===== src/rtl/demux8_stream.sv =====
// 1-to-8 registered stream demultiplexer with a one-entry holding register.
// Optional per-channel drain counters are built when DEMUX8_STATS_EN is defined.
module demux8_stream #(
   parameter int DATA_WIDTH = 64
`ifdef DEMUX8_STATS_EN
   , parameter int CNT_WIDTH = 16
`endif
) (
   input  logic                    clk,
   input  logic                    rst,
   input  logic                    in_valid,
   output logic                    in_ready,
   input  logic [DATA_WIDTH-1:0]   in_data,
   input  logic [2:0]              in_sel,
   output logic [7:0]              out_valid,
   input  logic [7:0]              out_ready,
   output logic [DATA_WIDTH-1:0]   out_data
`ifdef DEMUX8_STATS_EN
   , output logic [8*CNT_WIDTH-1:0] stat_cnt
   , input  logic                   stat_clr
`endif
);

   typedef enum logic {S_EMPTY = 1'b0, S_FULL = 1'b1} state_t;

   state_t                r_state;
   state_t                w_state_nxt;
   logic [2:0]            r_hold_sel;
   logic [DATA_WIDTH-1:0] r_hold_data;
   logic                  w_drain;
   logic                  w_accept;

   // Only the addressed channel's ready matters; others are ignored.
   assign w_drain  = (r_state == S_FULL) && out_ready[r_hold_sel];
   assign w_accept = in_valid && in_ready;

   always_ff @(posedge clk or posedge rst) begin
      if (rst) begin
         r_state <= S_EMPTY;
      end else begin
         r_state <= w_state_nxt;
      end
   end

   always_comb begin
      w_state_nxt = r_state;
      case (r_state)
         S_EMPTY: if (w_accept) w_state_nxt = S_FULL;
         S_FULL:  if (w_drain && !w_accept) w_state_nxt = S_EMPTY;
         default: w_state_nxt = S_EMPTY;
      endcase
   end

   always_comb begin
      in_ready  = 1'b0;
      out_valid = 8'h00;
      case (r_state)
         S_EMPTY: in_ready = 1'b1;
         S_FULL: begin
            in_ready  = w_drain;
            out_valid = 8'b1 << r_hold_sel;
         end
         default: ;
      endcase
   end

   // Payload is only loaded on accept, so it keeps its last value after a drain.
   always_ff @(posedge clk or posedge rst) begin
      if (rst) begin
         r_hold_sel  <= 3'd0;
         r_hold_data <= '0;
      end else if (w_accept) begin
         r_hold_sel  <= in_sel;
         r_hold_data <= in_data;
      end
   end

   assign out_data = r_hold_data;

`ifdef DEMUX8_STATS_EN
   logic [CNT_WIDTH-1:0] r_cnt [8];

   for (genvar k = 0; k < 8; k++) begin : g_cnt
      // Clear wins over a same-cycle drain.
      always_ff @(posedge clk or posedge rst) begin
         if (rst) begin
            r_cnt[k] <= '0;
         end else if (stat_clr) begin
            r_cnt[k] <= '0;
         end else if (w_drain && (r_hold_sel == 3'(k))) begin
            r_cnt[k] <= r_cnt[k] + CNT_WIDTH'(1);
         end
      end
      assign stat_cnt[k*CNT_WIDTH +: CNT_WIDTH] = r_cnt[k];
   end
`endif

endmodule

===== config.mk =====
export PLATFORM = sky130hd
export DESIGN_NAME = demux8_stream
export DESIGN_NICKNAME = d
export VERILOG_FILES = /design/src/rtl/demux8_stream.sv
export SDC_FILE = /design/constraint.sdc
export NUM_CORES = 1
export LEC_CHECK = 0
export CORE_AREA = 3 3 110 112
export DETAILED_ROUTE_END_ITERATION = 16
export DIE_AREA = 0 0 113 115
export GPL_ROUTABILITY_DRIVEN = 0
export MAX_ROUTING_LAYER = met4
export PLACE_DENSITY = 0.67
export SYNTH_ARGS = -nofsm -noshare
export SYNTH_HDL_FRONTEND = slang
export SYNTH_SLANG_ARGS = --single-unit

===== constraint.sdc =====
create_clock -name clk -period 3 [get_ports clk]
set_input_delay 0.3 -clock clk [delete_from_list [all_inputs] [get_ports clk]]
set_output_delay 0.3 -clock clk [all_outputs]
set_load 0.005 [all_outputs]

==> Word-level counts from Yosys, hierarchy flattened <==
Index checks and enable logic that the tools add are counted.
{ "word_totals": {"regBits": 68, "inputBits": 78, "word_cells": 17} }
{ "classes": {"magnitude_cmp": 1, "shift": 1, "muxes": 7, "bitwise_logic": 1, "reduce_logical": 4} }
{ "ops": {"columns": ["cell", "n"], "rows": [
  ["2-to-1 mux 8 bit", 1],
  ["left shift 1 x 3 -> 8 bit (first input constant)", 1],
  ["less-than comparator 3 x 4 -> 1 bit (second input constant)", 1],
  ["one-hot mux 1 bit (2 select lines)", 2],
  ["binary-select mux 1 bit (select 3 bit)", 1],
  ["logical AND 1 bit", 3],
  ["2-to-1 mux 1 bit", 3],
  ["zero test 1 bit", 1],
  ["inverter 1 bit", 1]
]} }

==> Depth between registers and ports, before layout <==
{ "depth": {"word_depth": 9, "ltp_mapped": 8, "ltp_nobuf": 5} }

==> Worst setup path before layout <==
OpenSTA, ideal clock, no wires.
{ "synth_path": {"path_kind": "flip-flop to flip-flop", "startpoint": "reg r_hold_sel[1]", "endpoint": "reg r_hold_data[21], in the netlist out_data[21]", "setup_time_ns": 0.132, "arrival_time_ns": 1.566, "path_slack_ns": 1.302, "stages_incl_launch_ff": 8, "period_less_slack_ns": 1.698, "cell_sequence": "dfrtp_1 > buf_6 > mux2_2 > o22ai_2 > o21a_4 > buf_6 > buf_6 > o211ai_2"} }
{ "synth_via": {"elab_chain_len": 5} }
{ "synth_rtl": {"columns": ["element", "line_no", "rtl"], "rows": [
  ["start, declared", "28", "logic [2:0] r_hold_sel;"],
  ["start signal, assigned", "73", "r_hold_sel <= in_sel;"],
  ["binary-select mux 1 bit (select 3 bit)", "34", "assign w_drain = (r_state == S_FULL) && out_ready[r_hold_sel];"],
  ["2-to-1 mux 1 bit (implied by the code)", "34", null],
  ["logical AND 1 bit", "34", null],
  ["one-hot mux 1 bit (2 select lines)", "57", "case (r_state)"],
  ["logical AND 1 bit", "35", "assign w_accept = in_valid && in_ready;"],
  ["end signal, assigned", "74", "r_hold_data <= in_data;"],
  ["end, declared", "29", "logic [DATA_WIDTH-1:0] r_hold_data;"]
]} }
No other way between the ends. The select of a mux whose other input is x is not followed.
A chain may end at the register's enable or synchronous reset.

==> Worst setup path after layout <==
{ "layout_path": {"startpoint": "reg r_hold_sel[1]", "endpoint": "out in_ready"} }
{ "layout_via": {"elab_chain_len": 4} }
{ "layout_rtl": {"columns": ["element", "line_no", "rtl"], "rows": [
  ["binary-select mux 1 bit (select 3 bit)", "34", null],
  ["2-to-1 mux 1 bit (implied by the code)", "34", null],
  ["logical AND 1 bit", "34", null],
  ["one-hot mux 1 bit (2 select lines)", "57", null],
  ["end, declared", "12", "output logic in_ready,"]
]} }
No other way between the ends. The select of a mux whose other input is x is not followed.

==> results.toml <==
[run_status]
outcome = "finished, final reports clean"

[synthesis]
distinct_cell_type_count_after_synthesis = 19
synthesized_netlist_cell_count = 410
yosysTopAreaCell = "sky130_fd_sc_hd__dfrtp_1"
count_of_flip_flops_with_a_built_in_enable_after_synthesis = 0
synth.yosys.warnings = 0
post_synth_xor_area_fraction = 0
simple_logic_cell_fraction_of_the_synthesized_area = 0.194
synth_async_sr_flop_share = 1.00
synth_top_family_by_area = "compound AO/OA/AOI/OAI gates"
ys_ff_latch = 68
synth_fa_ha_area_frac = 0
synth.area.top_cells = "sky130_fd_sc_hd__dfrtp_1, sky130_fd_sc_hd__o211ai_1, sky130_fd_sc_hd__nand2b_1, sky130_fd_sc_hd__nand2_1, sky130_fd_sc_hd__o211ai_2"
synth_compound_area_frac = 0.296
synth_flop_cell = "sky130_fd_sc_hd__dfrtp_1"
synth.cell_area_mm2 = 0.00390
netlist.area_leader.share = 0.436
postSynthNetCount = 488
yosys-mux-area-fraction = 0.0112
synth.avg_cell_area_um2 = 9.51
synth-seq-area-share = 0.436

[sta]
finalSetupViolations = 0
finClkSkew_ns = 0.00762
fmax_mhz = 410
hold_violations = 0
post-route-period-util = 0.813
finalMaxSlewViolations = 0
setup-tns-final_ns = 0
layout_min_cycle_time_ns = 2.44
grt_setup_unrepaired = "false"
slew_headroom = 0.280
hold_ws_ns = 0.439
postLayoutSetupSlackWorst_ns = 0.561
worst-slew-pin-transition_ns = 1.08

[setup_path]
end_kind = "primary output"
critical_path_cell_list = "mux2_2 > a2bb2o_4 > o21a_4 > inv_1 > clkdlybuf4s50_1"
worstPathMaxFanout = 11
cells_on_worst_reg2reg_path = 5
cp_slowest_stage_delay_ns = 0.51
critical_path.startpoint_type = "register"
critical_path.slowest_cell = "sky130_fd_sc_hd__clkdlybuf4s50_1"
timing.critical_path.arrival_ns = 2.14
cp_data_required_time_ns = 2.70
path_class = "register to primary output"

[clocking]
cts_inserted_buffers = 9
cts.hold.buffers_added = 0
cts-htree-levels = 3
cts_tree = "yes"
cts_post_setup_buffers_inserted = 0
clkSlewWorstSetupHoldPaths_ns = 0.06
number_of_gates_resized_after_cts = 0
cts.sink_count = 68
cts.root.buffer_cell = "sky130_fd_sc_hd__clkbuf_16"
clk-insertion-delay-late_ns = 0.32
cts_max_path_buffers = 2

[grt]
grt_first_pass_wirelength_mm = 18.0
global_route_usage_over_all_layers = 0.170
grt_start_max_net_pins = 136
first_global_vias = 3636
grt_overflow = 0
antenna_found_initial = 0

[die]
number_of_placed_i_o_pins = 151
fp.dieW_um = 113
placeableCoreArea_mm2 = 0.0113
fp-row-count = 39
vertical_die_dimension_um = 115
die_area_mm2 = 0.0130
floorplan.initialDensity = 0.344

[job]
drv_cap = 0

[layout]
post-route-cell-area_mm2 = 0.00566
area_grow_syn2layout_pct = 45.2
multi_input_comb_area_mm2 = 0.00196
fillers = 1062
mostFrequentLayoutCell = "sky130_fd_sc_hd__clkdlybuf4s50_1"
layout.nets = 607
layout.cells.non_filler = 677
drive_above_1_share = 0.0880
most-common-layout-cells = "sky130_fd_sc_hd__clkdlybuf4s50_1, sky130_fd_sc_hd__o211ai_1, sky130_fd_sc_hd__nand2b_1"
num_antenna_cells = 0
final-seq-area_mm2 = 0.00170

[placed_design]
detailedPlacementHpwl_mm = 6.92
detailedPlace.worstSlack_ns = 0.604
portBuffers = 150
post_dp_cell_area_mm2 = 0.00540
place_inst = 661

[route]
viasPerCell = 5.24
remaining_drc_errors = 0
ant_nets = 0
wirelength_mm = 10.8
detailedRoute.firstIterationViolations = 215
first_pass_iters = 4
via_count = 3549
post_drt_wl_per_cell_um = 16.0

[min_path]
hold_path_class = "primary input to async pin"

[power_and_ir_drop]
power_per_cell_area_mw_per_mm2 = 1010
vdd_ir_drop_max_v = 0.000973
leakagePower_nw = 2.14
Yosys cell counts, types with 2 or more instances:
library cell / instances
sky130_fd_sc_hd__inv_1: 2
sky130_fd_sc_hd__buf_2: 10
sky130_fd_sc_hd__nor3_1: 2
sky130_fd_sc_hd__nand2b_1: 73
sky130_fd_sc_hd__dfrtp_1: 68
sky130_fd_sc_hd__buf_6: 5
sky130_fd_sc_hd__o211ai_1: 113
sky130_fd_sc_hd__mux2_2: 3
sky130_fd_sc_hd__nand2_1: 70
sky130_fd_sc_hd__o211ai_2: 20
sky130_fd_sc_hd__clkbuf_1: 28
sky130_fd_sc_hd__buf_4: 3
sky130_fd_sc_hd__nor2_1: 7
per-stage QoR:
step / utilization / power [mW]
floorplan: - / 3.45
global placement: 0.477 / 4.72
detailed placement: 0.477 / 4.80
CTS: 0.500 / 5.77
global route: 0.500 / 6.12
finish: 0.500 / 5.70
flip-flops by register name (all words and copies together), names as in the netlist:
name / cells
out_data: 64
r_hold_sel: 3
r_state: 1
kinds of logic (layout without fill, tap and decap cells):
kind of cell | Yosys count | in the layout
AO/OA/AOI/OAI | 137 | 137
buffers and inverters | 49 | 173
flip-flops | 68 | 68
multiplexers | 4 | 4
AND/OR/NAND/NOR | 152 | 152
critical path: cells and delay by family, from the launching register on:
family	cells	cell delay, ns
AO/OA/AOI/OAI	2	0.43
multiplexers	1	0.29
buffers and inverters	2	0.61
flip-flops	1	0.50
worst paths after layout:
check                              startpoint      endpoint  slack [ns]
max in group asynchronous                 rst       r_state        1.88
worst max-delay path            r_hold_sel[1]      in_ready        0.56
worst max register to register  r_hold_sel[1]  out_data[20]        0.65
worst min-delay path                      rst  out_data[11]        0.44
worst min register to register   out_data[32]  out_data[32]        0.53
min in group clk                 out_data[32]  out_data[32]        0.53
area by class of cell:
type                       count  area share
multi-input combinational    293       0.346
sequential                    68       0.301
timing repair buffer         155       0.274
clock buffer                  12      0.0418
tap                          143      0.0316
clock inverter                 4     0.00464
inverter                       2     0.00133
layer usage:
layer  vias to the layer above  wire (um)  part of all wire  track usage
li1                       1719          -                 -            -
met2                       108       5240              0.48        0.273
met4                         0         12            0.0011       0.0361
met1                      1720       4980              0.46        0.222
met5                         -          0                 0            -
met3                         2        619             0.057       0.0400
where the power goes:
part | switching, mW | internal [mW] | leakage [nW] | total (mW)
clock network | 0.378 | 0.559 | 0.127 | 0.937
registers | 0.461 | 1.40 | 0.814 | 1.86
logic | 1.37 | 1.54 | 1.20 | 2.90
Power figures use the tool's default switching activity.
